[src/rtl/wb_pkg.sv]
// ----------------------------------------------------------------------------
// wb_pkg
// Shared definitions for the Wishbone command initiator and related agents:
// FSM state encoding, default bus widths and command/response records.
// No ports (package).
// ----------------------------------------------------------------------------
package wb_pkg;

   localparam int WB_AW = 32;
   localparam int WB_DW = 32;

   typedef enum logic [1:0] {
      IDLE = 2'd0,
      BUS  = 2'd1,
      RESP = 2'd2
   } wb_state_e;

   typedef struct packed {
      logic                 we;
      logic [WB_AW-1:0]     adr;
      logic [WB_DW-1:0]     dat;
      logic [WB_DW/8-1:0]   sel;
   } wb_cmd_t;

   typedef struct packed {
      logic [WB_DW-1:0]     dat;
      logic                 err;
   } wb_rsp_t;

endpackage

[src/rtl/wb_timeout_ctr.sv]
// ----------------------------------------------------------------------------
// wb_timeout_ctr
// Saturating wait-cycle counter for bus agents. Flags expiry when the count
// reaches TIMEOUT-1, i.e. on the TIMEOUT-th enabled cycle after a clear.
// TIMEOUT = 0 disables expiry entirely.
// Ports:
//   clk_i      clock
//   rst_ni     asynchronous active-low reset
//   clr_i      synchronous clear (dominates enable)
//   en_i       count one cycle
//   expired_o  current cycle is the last permitted wait cycle
// ----------------------------------------------------------------------------
module wb_timeout_ctr #(
   parameter int TIMEOUT = 255
) (
   input  logic clk_i,
   input  logic rst_ni,
   input  logic clr_i,
   input  logic en_i,
   output logic expired_o
);

   localparam int            CW   = (TIMEOUT > 0) ? $clog2(TIMEOUT + 1) : 1;
   localparam logic [CW-1:0] LAST = (TIMEOUT > 0) ? CW'(TIMEOUT - 1) : {CW{1'b0}};
   localparam logic          USED = (TIMEOUT > 0) ? 1'b1 : 1'b0;

   logic [CW-1:0] cnt_q;
   logic [CW-1:0] cnt_d;

   // Next count: clear wins, otherwise saturating increment while enabled.
   always_comb begin
      cnt_d = cnt_q;
      if (clr_i) begin
         cnt_d = {CW{1'b0}};
      end else if (en_i && (cnt_q != {CW{1'b1}})) begin
         cnt_d = cnt_q + CW'(1'b1);
      end else begin
         cnt_d = cnt_q;
      end
   end

   // Count register.
   always_ff @(posedge clk_i or negedge rst_ni) begin
      if (!rst_ni) begin
         cnt_q <= {CW{1'b0}};
      end else begin
         cnt_q <= cnt_d;
      end
   end

   assign expired_o = USED && (cnt_q == LAST);

endmodule

[src/rtl/wb_cmd_initiator.sv]
// ----------------------------------------------------------------------------
// wb_cmd_initiator
// Wishbone classic single-transfer initiator. Each accepted command runs one
// CYC/STB cycle; the result (read data or timeout error) is returned on the
// response port. One transfer outstanding at a time.
// Ports:
//   wb_clk_i / wb_rst_ni         clock, asynchronous active-low reset
//   cmd_valid_i / cmd_ready_o    command handshake
//   cmd_we_i/adr_i/dat_i/sel_i   command fields
//   rsp_valid_o / rsp_ready_i    response handshake
//   rsp_dat_o / rsp_err_o        read data (0 for writes/errors), timeout flag
//   wbm_*                        Wishbone initiator signals
// ----------------------------------------------------------------------------
module wb_cmd_initiator
   import wb_pkg::*;
#(
   parameter int AW      = WB_AW,
   parameter int DW      = WB_DW,
   parameter int TIMEOUT = 255
) (
   input  logic            wb_clk_i,
   input  logic            wb_rst_ni,
   input  logic            cmd_valid_i,
   output logic            cmd_ready_o,
   input  logic            cmd_we_i,
   input  logic [AW-1:0]   cmd_adr_i,
   input  logic [DW-1:0]   cmd_dat_i,
   input  logic [DW/8-1:0] cmd_sel_i,
   output logic            rsp_valid_o,
   input  logic            rsp_ready_i,
   output logic [DW-1:0]   rsp_dat_o,
   output logic            rsp_err_o,
   output logic            wbm_cyc_o,
   output logic            wbm_stb_o,
   output logic            wbm_we_o,
   output logic [DW/8-1:0] wbm_sel_o,
   output logic [AW-1:0]   wbm_adr_o,
   output logic [DW-1:0]   wbm_dat_o,
   input  logic [DW-1:0]   wbm_dat_i,
   input  logic            wbm_ack_i
);

   wb_state_e       state_q;
   logic            cyc_q;
   logic            we_q;
   logic [DW/8-1:0] sel_q;
   logic [AW-1:0]   adr_q;
   logic [DW-1:0]   dat_q;
   logic            rsp_valid_q;
   logic [DW-1:0]   rsp_dat_q;
   logic            rsp_err_q;
   logic            tmo_expired_s;

   // Counter restarts whenever we are not waiting on the bus, so it is zero
   // on the first STB cycle of every transfer.
   wb_timeout_ctr #(
      .TIMEOUT (TIMEOUT)
   ) u_tmo (
      .clk_i     (wb_clk_i),
      .rst_ni    (wb_rst_ni),
      .clr_i     (state_q != BUS),
      .en_i      (state_q == BUS),
      .expired_o (tmo_expired_s)
   );

   // Transfer FSM with all bus and response outputs registered.
   always_ff @(posedge wb_clk_i or negedge wb_rst_ni) begin
      if (!wb_rst_ni) begin
         state_q     <= IDLE;
         cyc_q       <= 1'b0;
         we_q        <= 1'b0;
         sel_q       <= {(DW/8){1'b0}};
         adr_q       <= {AW{1'b0}};
         dat_q       <= {DW{1'b0}};
         rsp_valid_q <= 1'b0;
         rsp_dat_q   <= {DW{1'b0}};
         rsp_err_q   <= 1'b0;
      end else begin
         case (state_q)
            IDLE: begin
               if (cmd_valid_i) begin
                  we_q    <= cmd_we_i;
                  sel_q   <= cmd_sel_i;
                  adr_q   <= cmd_adr_i;
                  dat_q   <= cmd_dat_i;
                  cyc_q   <= 1'b1;
                  state_q <= BUS;
               end
            end
            BUS: begin
               // ACK takes priority over a timeout expiring on the same edge.
               if (wbm_ack_i) begin
                  cyc_q       <= 1'b0;
                  rsp_dat_q   <= we_q ? {DW{1'b0}} : wbm_dat_i;
                  rsp_err_q   <= 1'b0;
                  rsp_valid_q <= 1'b1;
                  state_q     <= RESP;
               end else if (tmo_expired_s) begin
                  cyc_q       <= 1'b0;
                  rsp_dat_q   <= {DW{1'b0}};
                  rsp_err_q   <= 1'b1;
                  rsp_valid_q <= 1'b1;
                  state_q     <= RESP;
               end
            end
            RESP: begin
               if (rsp_ready_i) begin
                  rsp_valid_q <= 1'b0;
                  state_q     <= IDLE;
               end
            end
            default: begin
               cyc_q       <= 1'b0;
               rsp_valid_q <= 1'b0;
               state_q     <= IDLE;
            end
         endcase
      end
   end

   assign cmd_ready_o = (state_q == IDLE);
   assign rsp_valid_o = rsp_valid_q;
   assign rsp_dat_o   = rsp_dat_q;
   assign rsp_err_o   = rsp_err_q;
   assign wbm_cyc_o   = cyc_q;
   assign wbm_stb_o   = cyc_q;
   assign wbm_we_o    = we_q;
   assign wbm_sel_o   = sel_q;
   assign wbm_adr_o   = adr_q;
   assign wbm_dat_o   = dat_q;

endmodule

[config.mk]
export PLATFORM = sky130hd
export DESIGN_NAME = wb_cmd_initiator
export DESIGN_NICKNAME = d
export VERILOG_FILES = /design/src/rtl/wb_pkg.sv /design/src/rtl/wb_timeout_ctr.sv /design/src/rtl/wb_cmd_initiator.sv
export SDC_FILE = /design/constraint.sdc
export NUM_CORES = 1
export LEC_CHECK = 0
export ABC_AREA = 1
export ABC_CLOCK_PERIOD_IN_PS = 2850
export CAP_MARGIN = 0
export CORE_MARGIN = 2
export CORE_UTILIZATION = 44
export CTS_CLUSTER_SIZE = 12
export DETAILED_ROUTE_END_ITERATION = 16
export PLACE_DENSITY = 0.88
export RECOVER_POWER = 100
export SYNTH_ARGS = -nofsm -noshare
export SYNTH_HDL_FRONTEND = slang
export SYNTH_SLANG_ARGS = --single-unit
export TNS_END_PERCENT = 1
[constraint.sdc]
create_clock -name wb_clk_i -period 2.85 [get_ports wb_clk_i]
set_input_delay 0.7125 -clock wb_clk_i [delete_from_list [all_inputs] [get_ports wb_clk_i]]
set_output_delay 0.7125 -clock wb_clk_i [all_outputs]
set_load 0.03 [all_outputs]
==> results by group <==
Die
  – Die Wd: 105.2 um
  – Initial Utilization: 0.4566
  – Row count: 36
  – # IOs: 212
  – Vert. Die Dim: 105.2 um
  – DIE AREA: 11060 sq um
  – Core Area: 9864 sq um

Yosys
  – Synth area leader: dfrtp_1
  – Yosys cell types: 22
  – Yosys warns: 0
  – Main flop type after synthesis: dfrtp_1
  – Syn nets: 478
  – Synth area leaders: dfrtp_1 (63%), mux2_2 (17%), nand2_1 (7.0%)
  – Post-synthesis sequential area ratio: 0.6333
  – Post-synth EDFFs: 0
  – FFs w/ async S/R, synth: 1.000
  – Count leader, synth: dfrtp_1
  – Mapped Cells: 370
  – Top cells by count, synth: dfrtp_1 (114), nand2_1 (84), mux2_2 (69)
  – Synth Register Bits: 114
  – Top cell type's share of synthesized area: 0.6333
  – Syn Std Cell Area: 4504 sq um
  – Syn avg cell area: 12.17 sq um

STA
  – Slew @ Worst Pin: 1.409 ns
  – Crit share post-route: 0.8960
  – Final TNS setup: 0 ns
  – Setup WS post-layout: 0.2963 ns
  – Fin. Hold Viols: 0
  – Final setup violation count: 0
  – Unrepaired setup endpoints after global routing: false
  – Maximum clock rate: 0.3916 GHz
  – Slew Viols, Final: 0
  – Worst Clk Skew: 0.01020 ns
  – Slew Limit Headroom: 0.06063
  – Minimum clock period: 2.554 ns

CTS
  – CTS-repair resized insts: 0
  – Hold_buf cts: 0
  – H-tree Lvls: 4
  – Worst skew pair latency: 0.51 ns
  – Postcts setup bufs: 0
  – Clk buf depth: 2
  – Clk sinks: 114
  – CTS tree: built
  – Clk pin slew, worst setup/hold paths: 0.05 ns
  – Total CTS buffers: 17
  – Clock root buffer: clkbuf_8

Worst setup path
  – Crit. Startpoint: state_q[0]$_DFFE_PN0P_
  – Peak fanout along the critical path: 4
  – Startpoint Class: flop
  – Crit. End Element: output pin
  – R2r startpoint: state_q[0]$_DFFE_PN0P_
  – Arrival time worst endpoint: 1.84 ns
  – Crit path kind: flop to output pin
  – WP data required: 2.14 ns

GRT
  – Global route total overflow: 0
  – First-pass GRT wire length: 19270 um
  – Initial antenna violation count: 0
  – Vias in the first global route: 3760
  – Largest net degree at the start of global routing: 60
  – Total track usage: 0.2278

Cells and area
  – Final instance area: 7301 sq um
  – Post-route core utilization: 0.7401
  – Final net count: 695
  – Non-Filler Instances: 733
  – Area growth syn-to-layout: 62.08%
  – Share of layout cells above drive strength 1: 0.1817
  – Fillers: 639
  – Inserted Diodes: 0

Detailed routing
  – Initial DRT Pass Iterations: 4
  – DR vias/cell: 4.857
  – Wirelength per Cell: 16.49 um
  – Starting DRT DRC Count: 162
  – Drc violations: 0
  – WL final: 12090 um
  – Final ANT Viol Nets: 0
  – Vias: 3560

Place
  – Placer congestion estimate: 0.7276
  – Pre-CTS setup slack: 0.5856 ns
  – Hpwl dp: 8705 um
  – Dpl cells: 701
  – # port buffers: 211
  – Dpl cell area: 6756 sq um

Power
  – Internal: 5.635 mW
  – Sequential power share: 0.301
  – Pwr Density: 1275 nW/um^2
  – Net load switching power: 3.675 mW
  – Clock power frac: 0.236
  – Combinational Power Share: 0.464
  – Leakage: 3.248 nW
  – Maximum vdd drop: 781.2 uV
  – Switch share: 0.3947

Run status
  – Status: complete, no violations

Run
  – Max-cap viol count: 0

Min path
  – Min-Delay Path Class: flop to flop
  – Hold_sp: rsp_dat_o[0]$_DFFE_PN0P_
==> cells by family after synthesis <==
| family | after synthesis | synth area share |
|---|---|---|
| AOI/OAI and AO/OA | 46 | 0.05695 |
| adders and majority gates | 2 | 0.005555 |
| buffers and inverters | 32 | 0.03555 |
| DFF | 114 | 0.6333 |
| muxes | 69 | 0.1725 |
| and+or+nand+nor | 107 | 0.09611 |
==> final timing paths <==
| kind | end | slack (ns) | depth (start not counted) |
|---|---|---|---|
| worst max-delay path | cmd_ready_o | 0.30 | 2 |
| worst min-delay path | rsp_dat_o[0]$_DFFE_PN0P_ | 0.48 | 2 |
| worst max register to register | rsp_dat_o[21]$_DFFE_PN0P_ | 0.49 | 6 |
| worst min register to register | rsp_dat_o[0]$_DFFE_PN0P_ | 0.48 | 2 |
| max in group asynchronous | rsp_dat_o[21]$_DFFE_PN0P_ | 0.73 | 2 |
| min in group asynchronous | rsp_dat_o[23]$_DFFE_PN0P_ | 0.53 | 1 |
==> flip-flops by register name, summed over array words and instances, names as in the netlist <==
register and count:
wbm_adr_o 32, state_q 2, wbm_cyc_o 1, wbm_sel_o 4, rsp_dat_o 32, rsp_err_o 1
rsp_valid_o 1, wbm_dat_o 32, u_tmo.cnt_q 8, wbm_we_o 1
==> critical path, cell delays in order (launching register included) <==
cell           delay [ns]
dfrtp_1              0.41
nor2_2               0.16
dlygate4sd3_1        0.76
==> cell type report <==
cell class	instances	area, sq um	area share
clock buffers	22	462.9	0.06341
clock inverters	10	155.1	0.02125
inverters	13	48.80	0.006684
multi-input cells	224	1473	0.2017
flip-flops and latches	114	2853	0.3907
well taps	133	166.4	0.02279
repair buffers	217	2142	0.2934
==> routing by layer <==
layer,global-route usage,part of all wire,vias to the layer above
met3,0.08047,0.072,19
met5,0,0,-
met1,0.2440,0.36,1720
li1,-,-,1675
met4,0.08952,0.020,0
met2,0.4074,0.54,146
==> power groups by stage <==
stage          registers [mW]  clock network [mW]  logic [mW]
2_1_floorplan            4.30                   0        1.17
3_3_place_gp             2.79                   0        4.59
3_5_place_dp             2.85                   0        4.70
4_1_cts                  2.84                2.23        4.72
5_1_grt                  2.90                2.31        4.55
6_report                 2.80                2.19        4.32
==> placed cells by master (no fill, tap or decap), drive strengths merged <==
cell,synthesis,final
a21oi,2,2
a31oi,2,2
buf,15,1
bufinv,0,4
clkbuf,4,28
clkdlybuf4s50,0,103
clkinv,0,4
clkinvlp,0,2
dfrtp,114,114
dlygate4sd3,0,107
ha,2,2
inv,13,13
mux2,69,69
nand2,87,87
nand3,7,7
nand4,2,2
nor2,11,11
o21ai,40,40
o21bai,1,1
o31ai,1,1
==> through the flow <==
step	power [mW]	hold slack (ns)
after floorplan	5.473	0.4169
after global placement	7.386	0.4651
after detailed placement	7.548	0.4742
after CTS	9.798	0.2781
after global routing	9.761	0.5129
final	9.310	0.4772
Power figures use the tool's default switching activity.
